`src/rtl/mult_pkg.sv`:
```
// ============================================================================
// mult_pkg : shared constants and state type for the sequential multiplier
// Rev 1.0
// ============================================================================
`default_nettype none

package mult_pkg;

  localparam int         MUL_W    = 32;
  localparam logic [4:0] MUL_LAST = 5'd31;

  localparam logic [1:0] ST_IDLE  = 2'd0;
  localparam logic [1:0] ST_RUN   = 2'd1;
  localparam logic [1:0] ST_DONE  = 2'd2;

  typedef enum logic [1:0] {
    S_IDLE = ST_IDLE,
    S_RUN  = ST_RUN,
    S_DONE = ST_DONE
  } mult_state_t;

endpackage

`default_nettype wire

```
`src/rtl/and_gate_32bit.sv`:
```
// ============================================================================
// and_gate_32bit : 32-bit bitwise AND used to form multiplier partial products
// Rev 1.0
// ============================================================================
`default_nettype none

module and_gate_32bit (
  input  logic [31:0] a,
  input  logic [31:0] b,
  output logic [31:0] y
);

  assign y = a & b;

endmodule

`default_nettype wire

```
`src/rtl/seq_multiplier_32bit.sv`:
```
// ============================================================================
// seq_multiplier_32bit : unsigned 32x32->64 shift-add multiplier, 34 cycles/op
// Rev 1.0
// ============================================================================
`default_nettype none

module seq_multiplier_32bit
  import mult_pkg::*;
(
  input  logic        clk,
  input  logic        rst_n,
  input  logic        start,
  input  logic [31:0] A,
  input  logic [31:0] B,
  output logic        busy,
  output logic        done,
  output logic [63:0] product
);

  mult_state_t r_state;
  mult_state_t w_state_next;

  logic [MUL_W-1:0] r_mcand;
  logic [MUL_W:0]   r_hi;
  logic [MUL_W-1:0] r_lo;
  logic [4:0]       r_count;
  logic             r_busy;
  logic             r_done;
  logic [63:0]      r_product;

  logic [MUL_W-1:0] w_pp;
  logic [MUL_W:0]   w_sum;
  logic [MUL_W:0]   w_hi_next;
  logic [MUL_W-1:0] w_lo_next;
  logic             w_accept;
  logic             w_last;

  and_gate_32bit u_and (
    .a (r_mcand),
    .b ({MUL_W{r_lo[0]}}),
    .y (w_pp)
  );

  // r_hi[32] is always zero after a step, so this equals {1'b0, hi[31:0]} + pp
  assign w_sum     = r_hi + {1'b0, w_pp};
  assign w_hi_next = {1'b0, w_sum[MUL_W:1]};
  assign w_lo_next = {w_sum[0], r_lo[MUL_W-1:1]};

  assign w_accept  = (r_state == S_IDLE) && start;
  assign w_last    = (r_state == S_RUN) && (r_count == MUL_LAST);

  always_comb begin
    w_state_next = r_state;
    case (r_state)
      S_IDLE:  if (start)  w_state_next = S_RUN;
      S_RUN:   if (w_last) w_state_next = S_DONE;
      S_DONE:  w_state_next = S_IDLE;
      default: w_state_next = S_IDLE;
    endcase
  end

  always_ff @(posedge clk) begin
    if (!rst_n) begin
      r_state   <= S_IDLE;
      r_mcand   <= '0;
      r_hi      <= '0;
      r_lo      <= '0;
      r_count   <= '0;
      r_busy    <= 1'b0;
      r_done    <= 1'b0;
      r_product <= '0;
    end else begin
      r_state <= w_state_next;
      r_busy  <= (w_state_next == S_RUN);
      r_done  <= (w_state_next == S_DONE);

      if (w_accept) begin
        r_mcand <= A;
        r_lo    <= B;
        r_hi    <= '0;
        r_count <= '0;
      end else if (r_state == S_RUN) begin
        r_hi    <= w_hi_next;
        r_lo    <= w_lo_next;
        r_count <= r_count + 5'd1;
      end

      // Capture the result of the final iteration as the state enters DONE
      if (w_last) begin
        r_product <= {w_hi_next[MUL_W-1:0], w_lo_next};
      end
    end
  end

  assign busy    = r_busy;
  assign done    = r_done;
  assign product = r_product;

endmodule

`default_nettype wire

```
`config.mk`:
```
export PLATFORM = sky130hd
export DESIGN_NAME = seq_multiplier_32bit
export DESIGN_NICKNAME = d
export VERILOG_FILES = /design/src/rtl/mult_pkg.sv /design/src/rtl/and_gate_32bit.sv /design/src/rtl/seq_multiplier_32bit.sv
export SDC_FILE = /design/constraint.sdc
export NUM_CORES = 1
export LEC_CHECK = 0
export CELL_PAD_IN_SITES_DETAIL_PLACEMENT = 1
export CELL_PAD_IN_SITES_GLOBAL_PLACEMENT = 2
export CORE_ASPECT_RATIO = 1.5
export CORE_MARGIN = 3
export CORE_UTILIZATION = 31
export DETAILED_ROUTE_END_ITERATION = 7
export PLACE_DENSITY = 0.8
export SYNTH_ARGS = -nofsm -noshare
export SYNTH_HDL_FRONTEND = slang
export SYNTH_SLANG_ARGS = --single-unit
```
`constraint.sdc`:
```
create_clock -name clk -period 3.9 [get_ports clk]
set_input_delay 0.39 -clock clk [delete_from_list [all_inputs] [get_ports clk]]
set_output_delay 0.39 -clock clk [all_outputs]
set_load 0.05 [all_outputs]
```
==> impl_metrics.tcl <==
set metrics [dict create \
    status "completed" \
    place.gp.congestion 0.865 \
    antenna-diode-count 0 \
    cap_violations 0 \
    vias 7595 \
    finalSetupViolCount 0 \
    p_leak_nw 3.86 \
    comb_power_share_pct 8.8 \
    initial_utilization_pct 31.6 \
    min_period_over_period_pct 83.6 \
    die_h_microns 202 \
    use_met1_pct 22.6 \
    drive_above_1_share_pct 6.45 \
    cts_root_buf "clkbuf_16" \
    ctsLongestPathBuffers 2 \
    tritoncts "yes" \
    synthTopCellsByArea "dfxtp_1 42%, a21oi_1 11%, nand2_1 11%, ha_1 5.3%, o21ai_0 3.3%" \
    required_ns 4.19 \
    grt_max_degree 42 \
    cts_hold_buf 0 \
    post-route-util_pct 40.7 \
    slew_headroom_pct 53.3 \
    fmax_mhz 307 \
    grt_use_met2_pct 35.3 \
    slew_viol_final 0 \
    peakVddDrop_v 0.000297 \
    cp_max_fo 16 \
    wl_microns 26900 \
    dr.pass1.iters 4 \
    seq_area_frac_synth_pct 42.4 \
    synth-xor-area-share_pct 2.85 \
    synth_mux_area_share_pct 0.125 \
    fin_tns_setup_ns 0 \
    core_area_sq_mm 0.0252 \
    synth-main-ff-cell "dfxtp_1" \
    postCtsResizedCells 0 \
    path_clk_slew_ns 0.06 \
    switchingPower_uw 984 \
    grt_busiest_layer "met2" \
    portBuffers 132 \
    clock_latency_ns 0.44 \
    synth.cell_area_sq_mm 0.00798 \
    pre_cts_ws_ns 0.659 \
    grtUsageMet3_pct 5.08 \
    htreeDepth 4 \
    finalNonFillerCells 1459 \
    arrival_ns 3.55 \
    grt_first_pass_wirelength_microns 43300 \
    fin_crit_ns 3.26 \
    layout.nets 1220 \
    power.clock.fraction_pct 46.3 \
    critPathKind "reg -> reg" \
    yosysTopAreaCell "dfxtp_1" \
    post_dp_cell_area_sq_mm 0.00962 \
    worst_setup_path_start_kind "register" \
    r2r_slack_ns 0.64 \
    grt_pass1_vias 8095 \
    die-area_sq_mm 0.0277 \
    drt-initial-drc-count 301 \
    crit_chain "and2_1 > ha_1 > a21oi_1 > nand4b_1 > a21oi_1 > o31ai_1 > a31oi_1 > a41oi_1 > xor2_1 > a21oi_1" \
    hold_viol 0 \
    min_path_type "reg -> reg" \
    synthToLayoutAreaGrowth_pct 28.8 \
    placed_cells 1427 \
    drc 0 \
    die_w_microns 137 \
    tightest_slew_ns 0.700 \
    seq_power_share_pct 44.9 \
    viasPerCell 5.21 \
    rsz0062_at_grt "false" \
    synth_top_family_by_area "compound AO/OA/AOI/OAI gates" \
    end_kind "register" \
    numCtsBuffers 17 \
    postCtsSetupBuffers 0 \
    grt_overflow 0 \
    syn_inst 1015 \
    hpwlAfterDp_microns 19000 \
    yosysWarnings 0 \
    setup_slack_ns 0.639 \
    final.setup_skew_ns 0.00914 \
    ys_async_sr_fraction_pct 0 \
    drt-wirelength-per-cell_microns 18.4 \
    synth_top_area_share_pct 42.4 \
    rows 71 \
    track_usage_pct 19.7 \
    synth_compound_area_share_pct 23.2 \
    slowest_delay_ns 0.62 \
    yosys.area_share.simple_pct 22.0 \
    synth.avg_cell_area_sq_um 7.86 \
    final_common_cell "nand2_1" \
    yosys_register_bits 169 \
    antenna_left 0 \
    fin_area_sq_mm 0.0103 \
    antenna_found_initial 0 \
    synthAdderAreaFrac_pct 5.58 \
    cpMostUsedCell "a21oi_1" \
    ios 133 \
    intPower_mw 3.09 \
    power_switching_share_pct 24.1 \
    cts.sinks 169 \
    slowest_stage "o31ai_1" \
    final_cell_mix "224 x nand2_1, 170 x a21oi_1, 169 x dfxtp_1, 132 x clkdlybuf4s50_1, 53 x o21ai_0" \
    synth.distinct_cells 62 \
    synth_edf_count 0 \
    synth_nets 1117 \
    powerDensity_mw_per_mm2 397 \
]
[path summary, 6_finish.rpt]
path	from	to	cells after the start
setup reg to reg	r_lo[0]	product[62]	10
hold / removal	r_mcand[2]	r_mcand[2]	2
hold reg to reg	r_mcand[2]	r_mcand[2]	2
setup / recovery	r_lo[0]	product[62]	10
[power by group through the flow]
stage               sequential (mW)  clock, mW  combinational (mW)
floorplan                      1.85          0               0.205
global placement               1.87          0               0.358
detailed placement             1.87          0               0.364
CTS                            1.83       1.93               0.366
global route                   1.84       2.00               0.401
finish                         1.83       1.89               0.359
[registers in the layout, indices dropped and copies added (netlist names)]
signal	cells
product	64
r_hi	32
r_lo	32
r_mcand	32
r_count	5
r_state	2
busy	1
done	1
[critical path, delay by kind of cell (launching register included)]
kind / cells / cell delay (ns)
AO/OA/AOI/OAI: 6 / 1.66
XOR/XNOR: 1 / 0.22
adder cells (fa/ha/maj): 1 / 0.24
flip-flops: 1 / 0.60
AND/OR/NAND/NOR: 2 / 0.41
[synth_stat cells, drive strengths merged, types with 4 or more instances]
library cell	n
o211ai	4
buf	12
and2	38
dfxtp	169
o22ai	33
o21ai	59
nor4	4
a211oi	8
nand3	26
clkbuf	57
nand3b	6
a21oi	172
nand2	225
nor2	36
xnor2	18
nor2b	6
or3	7
a31oi	7
and3	10
nor3	4
inv	8
xor2	8
ha	34
a21o	16
nand4	9
nand2b	6
[logic make-up (layout without fill, tap and decap cells)]
logic type                 after synthesis  count (layout)
muxes                                    1               1
and+or+nand+nor                        385             385
adders and majority gates               35              35
xor gates and xnor gates                26              26
buffers and inverters                   78             194
AOI/OAI and AO/OA                      321             321
DFF                                    169             169
[area by class of cell]
| cell class | instances | area, sq um |
|---|---|---|
| flip-flops and latches | 169 | 3380 |
| fillers | 3045 | 15000 |
| clock buffers | 22 | 494 |
| well taps | 328 | 410 |
| inverters | 9 | 33.8 |
| multi-input cells | 768 | 4300 |
| clock inverters | 10 | 164 |
| repair buffers | 153 | 1490 |
[layer usage]
metal	part of all wire (%)	wire length (microns)
met1	41	11100
met2	52	14100
met3	4.8	1290
met4	1.8	488
met5	0	0
[through the flow]
step	total power, mW	hold slack [ns]
CTS	4.13	0.455
floorplan	2.06	0.432
global placement	2.23	0.441
global route	4.24	0.468
detailed placement	2.24	0.446
finish	4.08	0.452
Note: power is estimated with default switching activity, not from simulation.
